File: config.mk
export PLATFORM = sky130hd
export DESIGN_NAME = arm_multicycle_decoder
export DESIGN_NICKNAME = d
export VERILOG_FILES = /design/src/rtl/arm_multicycle_decoder.sv
export SDC_FILE = /design/constraint.sdc
export NUM_CORES = 1
export LEC_CHECK = 0
export BUFFER_PORTS_ARGS = -buffer_cell sky130_fd_sc_hd__buf_2
export CORE_AREA = 4 4 41 43
export DETAILED_ROUTE_END_ITERATION = 16
export DIE_AREA = 0 0 45 47
export PLACE_DENSITY = 0.75
export SLEW_MARGIN = 20
export SYNTH_ARGS = -nofsm -noshare
export SYNTH_HDL_FRONTEND = slang
export SYNTH_SLANG_ARGS = --single-unit
export TNS_END_PERCENT = 30
File: constraint.sdc
create_clock -name Clk -period 2.7 [get_ports Clk]
set_clock_uncertainty 0.1 [all_clocks]
set_input_delay 0.54 -clock Clk [delete_from_list [all_inputs] [get_ports Clk]]
set_output_delay 0.54 -clock Clk [all_outputs]
set_load 0.02 [all_outputs]
File: src/rtl/arm_multicycle_decoder.sv
// Multicycle ARM control unit: Moore FSM sequencing fetch/decode/execute/memory/writeback,
// plus the ALU decoder and unqualified write requests consumed by the conditional logic.
module arm_multicycle_decoder (
    input  logic       Clk,
    input  logic       Reset_n,
    input  logic [1:0] Op,
    input  logic [5:0] Funct,
    input  logic [3:0] Rd,
    output logic [1:0] FlagW,
    output logic       PCS,
    output logic       NextPC,
    output logic       RegW,
    output logic       MemW,
    output logic       NoWrite,
    output logic       IRWrite,
    output logic       AdrSrc,
    output logic [1:0] ResultSrc,
    output logic [1:0] ALUSrcA,
    output logic [1:0] ALUSrcB,
    output logic [1:0] ALUControl,
    output logic [1:0] ImmSrc,
    output logic [1:0] RegSrc
);

    typedef enum logic [3:0] {
        StFetch  = 4'd0,
        StDecode = 4'd1,
        StMemAdr = 4'd2,
        StMemRd  = 4'd3,
        StMemWb  = 4'd4,
        StMemWr  = 4'd5,
        StExecR  = 4'd6,
        StExecI  = 4'd7,
        StAluWb  = 4'd8,
        StBranch = 4'd9
    } state_e;

    state_e state_q, state_d;

    logic       alu_op;
    logic       branch;
    logic [3:0] cmd;
    logic       s_bit;
    logic       is_cmp;

    assign cmd    = Funct[4:1];
    assign s_bit  = Funct[0];
    assign is_cmp = (cmd == 4'b1010);

    // State register; async clear to FETCH aborts any in-flight instruction.
    always_ff @(posedge Clk or negedge Reset_n) begin
        if (!Reset_n) begin
            state_q <= StFetch;
        end else begin
            state_q <= state_d;
        end
    end

    // Next-state sequencing by opcode and load/store bit.
    always_comb begin
        state_d = StFetch;
        unique case (state_q)
            StFetch:  state_d = StDecode;
            StDecode: begin
                unique case (Op)
                    2'b00:   state_d = Funct[5] ? StExecI : StExecR;
                    2'b01:   state_d = StMemAdr;
                    2'b10:   state_d = StBranch;
                    default: state_d = StFetch; // undefined opcode: drop it silently
                endcase
            end
            StMemAdr: state_d = Funct[0] ? StMemRd : StMemWr;
            StMemRd:  state_d = StMemWb;
            StMemWb:  state_d = StFetch;
            StMemWr:  state_d = StFetch;
            StExecR:  state_d = StAluWb;
            StExecI:  state_d = StAluWb;
            StAluWb:  state_d = StFetch;
            StBranch: state_d = StFetch;
            default:  state_d = StFetch;
        endcase
    end

    // Moore datapath controls decoded from the current state.
    always_comb begin
        IRWrite   = 1'b0;
        NextPC    = 1'b0;
        RegW      = 1'b0;
        MemW      = 1'b0;
        AdrSrc    = 1'b0;
        ResultSrc = 2'b00;
        ALUSrcA   = 2'b00;
        ALUSrcB   = 2'b00;
        alu_op    = 1'b0;
        branch    = 1'b0;
        unique case (state_q)
            StFetch: begin
                IRWrite   = 1'b1;
                NextPC    = 1'b1;
                ALUSrcA   = 2'b01;
                ALUSrcB   = 2'b10;
                ResultSrc = 2'b10;
            end
            StDecode: begin
                ALUSrcA   = 2'b01;
                ALUSrcB   = 2'b10;
                ResultSrc = 2'b10;
            end
            StMemAdr: ALUSrcB = 2'b01;
            StMemRd:  AdrSrc  = 1'b1;
            StMemWb: begin
                ResultSrc = 2'b01;
                RegW      = 1'b1;
            end
            StMemWr: begin
                AdrSrc = 1'b1;
                MemW   = 1'b1;
            end
            StExecR:  alu_op = 1'b1;
            StExecI: begin
                ALUSrcB = 2'b01;
                alu_op  = 1'b1;
            end
            StAluWb:  RegW = 1'b1;
            StBranch: begin
                ALUSrcB   = 2'b01;
                ResultSrc = 2'b10;
                branch    = 1'b1;
            end
            default: ;
        endcase
        PCS = branch | (RegW & (Rd == 4'hF));
    end

    // ALU decoder: operation select and flag-write requests for data-processing instructions.
    always_comb begin
        logic arith;
        logic known;
        arith      = 1'b0;
        known      = 1'b0;
        ALUControl = 2'b00;
        if (alu_op) begin
            unique case (cmd)
                4'b0100: begin ALUControl = 2'b00; arith = 1'b1; known = 1'b1; end
                4'b0010: begin ALUControl = 2'b01; arith = 1'b1; known = 1'b1; end
                4'b0000: begin ALUControl = 2'b10; known = 1'b1; end
                4'b1100: begin ALUControl = 2'b11; known = 1'b1; end
                4'b1010: begin ALUControl = 2'b01; arith = 1'b1; known = 1'b1; end
                default: ALUControl = 2'b00; // unsupported cmd: plain ADD, flags untouched
            endcase
        end
        FlagW = {alu_op & known & s_bit, alu_op & arith & s_bit};
        // cmd is stable from the IR, so CMP suppression spans into the writeback state.
        NoWrite = is_cmp & (alu_op | (state_q == StAluWb));
    end

    // Immediate and register-source selects follow the opcode in every state.
    always_comb begin
        ImmSrc = Op;
        RegSrc = {Op == 2'b01, Op == 2'b10};
    end

endmodule

==> flow_summary_export.csv, run 1 <==
group,metric,value,unit
yosys,netlist_top_cells_count,"7 x nand2b_1, 6 x a21oi_1, 5 x buf_4, 5 x nor2_1, 5 x nor3_1",
cts,clkLatencyLatePin,240,ps
sta,min_period,2240,ps
pwr,p_leak,0.313,nW
detailed_routing,dr.pass1.iters,4,
cells_and_area,area_growth,38.1,%
pwr,irDropWorstVdd,0.431,mV
sta,clock.fmax,446,MHz
placement,gp_congestion,0.769,
global_route,grt_pass1_vias,502,
yosys,postSynthCellCount,62,
detailed_routing,routed_wl,1.26,mm
yosys,avgSynthCellArea,7.37,sq um
pwr,swShare,54.0,%
cts,cts_setup_buffers,0,
yosys,synthTopCellsByArea,"dfrtp_1 22%, nand2b_1 9.6%, buf_4 8.2%",
yosys,synth_edf_count,0,
detailed_routing,wl_met2,582,microns
sta,period_share,83.0,%
global_route,antenna_found_initial,0,
detailed_routing,routedWlPerCell,11.8,microns
sta,rsz0062_at_grt,"false",
pwr,clockPowerShare,11.6,%
yosys,synth_top_area_share,21.9,%
cts,cts.clk_slew.worst_paths,40,ps
cts,cts-htree-levels,1,
global_route,grt_usage,13.9,%
yosys,yosys_most_used_dff,"dfrtp_1",
cells_and_area,largestRegisters,"state_q: 4 flops",
hold_path,hp-start,"state_q[3]",
detailed_routing,vias,556,
worst_setup_path,crit_path_start,"state_q[2]",
worst_setup_path,startpoint_type,"flop",
placement,dp_hpwl,1.02,mm
yosys,synth_top_family_by_area,"simple AND/OR/NAND/NOR gates",
yosys,synth_compound_area_share,22.5,%
yosys,ys_seq_elements,4,
cells_and_area,largest_reg_flops,4,
sta,finalSetupTns,0,ps
cts,clock-sinks,4,
detailed_routing,viasPerCell,5.20,
worst_setup_path,reg2reg_slack,1250,ps
floorplan,core,1300,sq um
worst_setup_path,arrival,1600,ps
detailed_routing,drt-met1-wl,500,microns
yosys,yosysSeqAreaShare,21.9,%
cells_and_area,layout.nets,108,
floorplan,die_area,2120,sq um
run,maxCapViolations,0,
worst_setup_path,path_buf_inv,1,
pwr,combPwrFrac,68.0,%
floorplan,num_rows,13,
floorplan,die_width,45,microns
worst_setup_path,crit_fanout,8,
cells_and_area,top_register,"state_q",
detailed_routing,route.detailed.drc,0,
worst_setup_path,timing.rr.end,"state_q[3]",
yosys,yosysMostFrequentCell,"nand2b_1",
yosys,yosysWarnings,0,
hold_path,hp-class,"reg -> reg",
worst_setup_path,cpLargestDelayFamily,"simple AND/OR/NAND/NOR gates",
worst_setup_path,r2r_start,"state_q[1]",
yosys,post_synth_and_or_nand_nor_area_fraction,38.4,%
floorplan,start_util,35.1,%
floorplan,pin_count,35,
yosys,yosys.area.top_type,"dfrtp_1",
worst_setup_path,crit_chain,"nand2b_1 > o31a_1 > nor4b_2 > buf_2",
detailed_routing,initialDrtViolationCount,12,
outcome,status,"completed",
pwr,pwr_density_cell,1020,nW/um^2
cells_and_area,antenna_cells,0,
cells_and_area,drive_gt1_share,42.4,%
detailed_routing,routed-wl-met3,178,microns
yosys,yosys.area_share.adder,0,%
detailed_routing,ant_nets,0,
yosys,synth_area,457,sq um
pwr,p_sw,349,uW
hold_path,min_to,"state_q[3]",
sta,finalMaxSlewViolations,0,
yosys,synth_cell_types,28,
global_route,grt_max_degree,16,
worst_setup_path,worstSetupEndpointType,"output pin",
worst_setup_path,worstPathRequired,2060,ps
cts,cts_buffers,3,
pwr,p_seq_share,20.4,%
sta,setup_viol,0,
yosys,synthMuxAreaShare,0,%
worst_setup_path,cp_slowest_cell,"dfrtp_1",
cells_and_area,final_cell_area,631,sq um
cts,cts_resized,0,
worst_setup_path,ff2ff_path_depth,4,
cts,cts_tree,"done",
placement,numPortBuffers,33,
yosys,synth_xor_area_share,3.84,%
cts,clockBufferDepth,2,
cts,cts_root_buffer,"clkbuf_4",
pwr,internal_power,297,uW
yosys,syn_nets,76,
floorplan,die_y,47,microns
detailed_routing,top_layer_used,"met3",
worst_setup_path,cpPeakStageDelay,440,ps
sta,hold_violations,0,
worst_setup_path,critical_path_class,"reg -> out",
placement,placed_cell_area,598,sq um
global_route,grt_overflow,0,
hold_path,hold_depth,1,
yosys,async_reset_ff_share,100,%
global_route,grt_pass1_wl,2.15,mm
-- layout by cell type, fill, tap and decap left out --
cell type,synthesis,routed
o21a_1,1,1
conb_1,1,1
nand3b_1,2,2
buf_2,1,33
dlygate4sd3_1,0,1
or4_1,1,1
nand2_1,2,2
a21oi_1,6,6
xor2_1,1,1
o2bb2ai_1,1,1
or3b_2,1,1
a41oi_1,1,1
or3b_1,1,1
a211oi_1,2,2
xnor2_1,1,1
or3_1,1,1
nor2_1,5,5
clkbuf_4,0,3
o21ai_0,3,3
or2_0,1,1
nor2b_1,2,2
o31a_1,1,1
nor4b_2,1,1
buf_4,5,1
inv_1,2,2
nor3_1,5,5
dfrtp_1,4,4
o22a_1,1,1
nand2b_1,7,7
-- area by class of cell --
| cell class | count | area, sq um |
|---|---|---|
| inverters | 2 | 7.51 |
| multi-input cells | 48 | 299 |
| fillers | 136 | 671 |
| clock buffers | 3 | 22.5 |
| flip-flops and latches | 4 | 100 |
| well taps | 15 | 18.8 |
| repair buffers | 35 | 183 |
-- layer usage --
| metal | GRT usage (%) | up-vias |
|---|---|---|
| li1 | - | 276 |
| met2 | 23.2 | 34 |
| met4 | 1.75 | 0 |
| met3 | 7.28 | 0 |
| met1 | 16.3 | 246 |
| met5 | 0 | - |
-- logic make-up after synthesis --
family / count (synthesis)
AO/OA/AOI/OAI: 16
flip-flops: 4
buffers and inverters: 10
XOR/XNOR: 2
other: 1
AND/OR/NAND/NOR: 29
-- stage by stage --
stage | util, % | worst slack, ps | hold slack [ps] | power (mW) | cells
2_1_floorplan | - | 512 | 144 | 0.469 | 62
3_3_place_gp | 46.0 | 594 | 247 | 0.571 | 103
3_5_place_dp | 46.0 | 556 | 251 | 0.576 | 103
4_1_cts | 48.5 | 451 | 460 | 0.656 | 107
5_1_grt | 48.5 | 344 | 503 | 0.704 | 107
6_report | 48.5 | 460 | 465 | 0.646 | 107
-- power groups by stage --
stage | logic (mW) | registers (mW) | clock network, mW
after global placement | 0.439 | 0.131 | 0
after global routing | 0.483 | 0.138 | 0.0827
after detailed placement | 0.442 | 0.133 | 0
after floorplan | 0.357 | 0.112 | 0
final | 0.439 | 0.132 | 0.0750
after CTS | 0.446 | 0.133 | 0.0781
-- how the worst max path moves through the flow --
stage	depth (start not counted)	slack, ps	to
after global routing	4	340	FlagW[1]
after floorplan	4	510	NextPC
after detailed placement	5	560	FlagW[1]
final	4	460	NoWrite
after global placement	5	590	FlagW[1]
after CTS	4	450	NoWrite
-- repair_timing --
| item | CTS | global route |
|---|---|---|
| hold endpoints to repair | 2 | 0 |
| hold buffers | 1 | 0 |
| setup endpoints to repair | 0 | 0 |
Note: power is estimated with default switching activity, not from simulation.
==> run 2: changes to the inputs <==
clock period = 2.2 ns   (was 2.7 ns; I/O delays follow)
==> run 2 against run 1 <==
Compared with the run above: sequential share of layout area rose by 0.12 points; critical path depth is 1 lower; power grew 27%; core utilization grew 1.4 points; design area rose by 3.0%; highest routed layer unchanged; sequential power rose by 30%; die area is the same.
==> flow_summary_export.csv, run 2 (synthesis gave the netlist of run 1 again) <==
group,metric,value,unit
hold_path,min_to,"state_q[2]",
sta,min_period,2100,ps
floorplan,die_y,47,microns
worst_setup_path,timing.rr.end,"state_q[3]",
sta,period_share,95.3,%
detailed_routing,route.detailed.drc,0,
hold_path,hp-start,"Funct[0]",
pwr,pwr_density_cell,1260,nW/um^2
cts,cts.clk_slew.worst_paths,40,ps
detailed_routing,initialDrtViolationCount,14,
floorplan,core,1300,sq um
worst_setup_path,cpPeakStageDelay,560,ps
cells_and_area,multiInputGateArea,307,sq um
cts,clockBufferDepth,2,
sta,clock.fmax,477,MHz
global_route,grt_overflow,0,
sta,finalMaxSlewViolations,0,
placement,numPortBuffers,33,
worst_setup_path,startpoint_type,"flop",
detailed_routing,routedWlPerCell,11.7,microns
worst_setup_path,ff2ff_path_depth,4,
global_route,grt_use_met1,15.6,%
cells_and_area,top_register,"state_q",
cts,clock-sinks,4,
sta,setup_viol,0,
worst_setup_path,reg2reg_slack,650,ps
cts,cts_buffers,3,
floorplan,pin_count,35,
global_route,use_met2,22.9,%
sta,finalSetupTns,0,ps
global_route,grt_pass1_wl,2.10,mm
floorplan,die_area,2120,sq um
run,maxCapViolations,0,
worst_setup_path,worstPathRequired,1660,ps
cells_and_area,final_cell_area,649,sq um
global_route,antenna_found_initial,0,
cells_and_area,largestRegisters,"state_q: 4 flops",
worst_setup_path,critical_path_class,"reg -> out",
placement,placed_cell_area,606,sq um
global_route,grt_max_degree,10,
outcome,status,"completed",
detailed_routing,ant_nets,0,
pwr,irDropWorstVdd,0.610,mV
cells_and_area,drive_gt1_share,47.3,%
cells_and_area,layout.nets,109,
sta,holdWs,398,ps
worst_setup_path,cp_slowest_cell,"or4_1",
cts,cts_tree,"done",
detailed_routing,viasPerCell,5.14,
hold_path,hold_depth,4,
cells_and_area,antenna_cells,0,
pwr,p_leak,0.316,nW
hold_path,hp-class,"in -> reg",
cells_and_area,fill_cells,148,
worst_setup_path,worstSetupEndpointType,"output pin",
global_route,grt_use_met3,5.36,%
worst_setup_path,crit_chain,"or4_1 > a21oi_1 > buf_2",
detailed_routing,routed_wl,1.26,mm
placement,gp_congestion,0.770,
cells_and_area,register_area,104,sq um
cells_and_area,largest_reg_flops,4,
sta,rsz0062_at_grt,"false",
detailed_routing,dr.pass1.iters,4,
floorplan,num_rows,13,
placement,dp_hpwl,1.02,mm
cells_and_area,mostFrequentLayoutCell,"buf_2",
cells_and_area,final_cell_mix,"33 x buf_2, 6 x nand2b_1, 6 x a21oi_1",
worst_setup_path,r2r_start,"state_q[1]",
cts,cts_root_buffer,"clkbuf_4",
detailed_routing,vias,555,
floorplan,die_width,45,microns
cts,cts-htree-levels,1,
cts,cts_setup_buffers,0,
worst_setup_path,crit_fanout,9,
floorplan,start_util,35.1,%
global_route,grt_pass1_vias,518,
sta,hold_violations,0,
global_route,grt_usage,13.4,%
worst_setup_path,arrival,1560,ps
cts,clkLatencyLatePin,240,ps
global_route,grt.busiest_layer,"met2",
cells_and_area,area_growth,42.2,%
[run 2: changes by cell type in the layout (fill, tap and decap cells not counted)]
cell,delta
dfrtp_1,-3
dfrtp_2,+3
nand2b_1,-1
nand2b_4,+1
buf_4,+1
[run 2: layout make-up]
cell class,instances,share of cell area (%)
Inverter,2,1.16
Sequential cell,4,16.0
Multi-Input combinational cell,48,47.2
Tap cell,15,2.89
Clock buffer,3,3.47
Timing Repair Buffer,36,29.3
[run 2: through the flow]
stage | instances | utilization [%] | setup slack (ps) | power (mW)
3_3_place_gp | 104 | 46.5 | 294 | 0.713
6_report | 108 | 49.9 | 103 | 0.821
5_1_grt | 108 | 49.9 | 5.41 | 0.900
2_1_floorplan | 62 | - | 112 | 0.576
3_5_place_dp | 104 | 46.5 | 262 | 0.721
4_1_cts | 108 | 49.0 | 17.0 | 0.818
[run 2: what timing repair did]
item / 4_1_cts / 5_1_grt
hold endpoints to repair: 4 / 0
hold buffers: 1 / 0
gates resized for setup: 0 / 4
setup endpoints to repair: 0 / 4
[run 2: worst max-delay path, delay by kind of cell (launching register included)]
kind / cells / cell delay, ps
DFF: 1 / 460
buffers and inverters: 1 / 180
and+or+nand+nor: 1 / 560
AOI/OAI and AO/OA: 1 / 130
[run 2: how the worst max path moves through the flow]
stage	startpoint	endpoint
6_report	state_q[3]	FlagW[1]
5_1_grt	state_q[3]	FlagW[0]
4_1_cts	state_q[2]	NoWrite
3_5_place_dp	Funct[0]	FlagW[1]
3_3_place_gp	Funct[0]	FlagW[1]
2_1_floorplan	state_q[3]	NextPC
[run 2: report_power, final]
part	switching (mW)	internal, mW	total [mW]	leakage (nW)
logic	0.341	0.218	0.558	0.255
clock network	0.0309	0.0610	0.0919	0.0138
registers	0.0621	0.109	0.171	0.0473
[run 2: routing by layer]
metal / part of all wire, % / wire [microns]
met2: 45 / 565
met5: 0 / 0
met3: 13 / 159
met1: 43 / 537
met4: 0 / 0
==> run 3: changes to the inputs <==
CELL_PAD_IN_SITES_DETAIL_PLACEMENT = 1   (was unset)
CELL_PAD_IN_SITES_GLOBAL_PLACEMENT = 2   (was unset)
CORE_AREA = unset   (was 4 4 41 43)
CORE_ASPECT_RATIO = 0.8   (was unset)
CORE_MARGIN = 4   (was unset)
CORE_UTILIZATION = 18   (was unset)
DIE_AREA = unset   (was 0 0 45 47)
PLACE_DENSITY = 0.8   (was 0.75)
==> run 3 against run 2 <==
Compared with the run above: die area is 61% higher; setup slack worse by 9.1 ps; largest power group unchanged; clock power is 2.2% higher; power is 1.8% higher; largest cell class unchanged; non-clock buffer count stayed put; combinational power is 3.8% higher.
==> flow_summary_export.csv, run 3 (synthesis gave the netlist of run 1 again) <==
group,metric,value,unit
cts,cts.clk_slew.worst_paths,40,ps
global_route,antenna_found_initial,0,
detailed_routing,initialDrtViolationCount,4,
sta,clock.fmax,475,MHz
cts,clock-sinks,4,
cells_and_area,area_growth,47.9,%
floorplan,num_rows,16,
worst_setup_path,cpPeakStageDelay,560,ps
cells_and_area,final_cell_area,676,sq um
detailed_routing,route.detailed.drc,0,
worst_setup_path,arrival,1570,ps
cells_and_area,drive_gt1_share,47.3,%
sta,holdWs,408,ps
run,maxCapViolations,0,
floorplan,die_width,64.3,microns
floorplan,start_util,18.7,%
hold_path,hp-class,"in -> reg",
sta,rsz0062_at_grt,"false",
global_route,grt_usage,9.14,%
floorplan,die_area,3410,sq um
worst_setup_path,path_buf_inv,1,
pwr,p_leak,0.318,nW
detailed_routing,ant_nets,0,
worst_setup_path,critical_path_class,"reg -> out",
sta,period_share,95.7,%
sta,finalSetupTns,0,ps
placement,placed_cell_area,632,sq um
detailed_routing,routed_wl,1.45,mm
cts,clockBufferDepth,2,
placement,dp_hpwl,1.20,mm
worst_setup_path,crit_fanout,9,
floorplan,core,2440,sq um
cts,clkLatencyLatePin,240,ps
worst_setup_path,cpLargestDelayFamily,"simple AND/OR/NAND/NOR gates",
sta,setup_viol,0,
detailed_routing,dr.pass1.iters,2,
floorplan,die_y,53.1,microns
pwr,irDropWorstVdd,0.731,mV
detailed_routing,vias,553,
worst_setup_path,startpoint_type,"flop",
cells_and_area,largestRegisters,"state_q: 4 flops",
worst_setup_path,cp_slowest_cell,"or4_1",
cells_and_area,layout.nets,109,
cts,cts_root_buffer,"clkbuf_4",
sta,hold_violations,0,
cells_and_area,top_register,"state_q",
cells_and_area,largest_reg_flops,4,
pwr,power,836,uW
pwr,pwr_density_cell,1240,nW/um^2
outcome,status,"completed",
global_route,grt_pass1_vias,562,
cts,cts_buffers,3,
floorplan,pin_count,35,
cells_and_area,fill_cells,329,
detailed_routing,routedWlPerCell,11.2,microns
placement,gp_congestion,0.730,
sta,min_period,2110,ps
cells_and_area,final_cell_mix,"33 x buf_2, 6 x nand2b_1, 6 x a21oi_1",
cells_and_area,mostFrequentLayoutCell,"buf_2",
detailed_routing,viasPerCell,4.29,
global_route,grt_max_degree,12,
worst_setup_path,worstPathRequired,1660,ps
global_route,grt_overflow,0,
worst_setup_path,crit_chain,"or4_1 > a21oi_1 > buf_2",
cells_and_area,antenna_cells,0,
cts,cts_tree,"done",
sta,finalMaxSlewViolations,0,
worst_setup_path,worstSetupEndpointType,"output pin",
placement,numPortBuffers,33,
cts,cts-htree-levels,1,
global_route,grt_pass1_wl,2.41,mm
## run 3: changes by cell type in the layout (fill, tap and decap cells not counted)
cell,before,now
or2_0,1,0
or2_1,0,1
## run 3: worst paths after layout
check,start,endpoint,slack [ps],cells past startpoint
max,state_q[3],FlagW[0],90,3
min,Funct[0],state_q[2],410,4
max reg2reg,state_q[1],state_q[3],680,4
min reg2reg,state_q[3],state_q[3],450,1
max in group asynchronous,Reset_n,state_q[2],1430,2
min in group asynchronous,Reset_n,state_q[1],440,2
## run 3: per-stage QoR
| step | cells | utilization [%] | setup slack (ps) |
|---|---|---|---|
| final | 129 | 27.7 | 94.1 |
| after global routing | 129 | 27.7 | 24.8 |
| after CTS | 129 | 27.2 | 29.4 |
| after detailed placement | 125 | 25.9 | 258 |
| after global placement | 125 | 25.9 | 276 |
| after floorplan | 62 | - | 112 |
## run 3: repair_timing
action,CTS,global route
setup endpoints to repair,0,4
hold buffers,1,0
buffers inserted,0,0
gates resized for setup,0,5
hold endpoints to repair,4,0
## run 3: area by class of cell
type	count	area [sq um]	share of cell area (%)
Clock buffer	3	22.5	3.33
Inverter	2	7.51	1.11
Multi-Input combinational cell	48	307	45.4
Sequential cell	4	104	15.4
Tap cell	36	45.0	6.67
Timing Repair Buffer	36	190	28.1
## run 3: metal layers
metal  wire [microns]  global-route usage [%]  vias up
li1                 -                       -      278
met1              627                    9.86      255
met2              700                    16.6       20
met3              123                    4.67        0
met4                0                    1.05        0
met5                0                       0        -
## run 3: worst reg2reg max path, cell delays in order (launching register included)
cell and delay [ps]:
dfrtp_2 460, buf_4 180, nand2b_1 180, or3b_1 380, a21oi_1 140
## run 3: report_power, final
group	leakage, nW	internal [mW]	switching [mW]	total, mW
Clock	0.0138	0.0612	0.0327	0.0939
Combinational	0.257	0.219	0.360	0.579
Sequential	0.0473	0.109	0.0542	0.163
Total	0.318	0.389	0.447	0.836
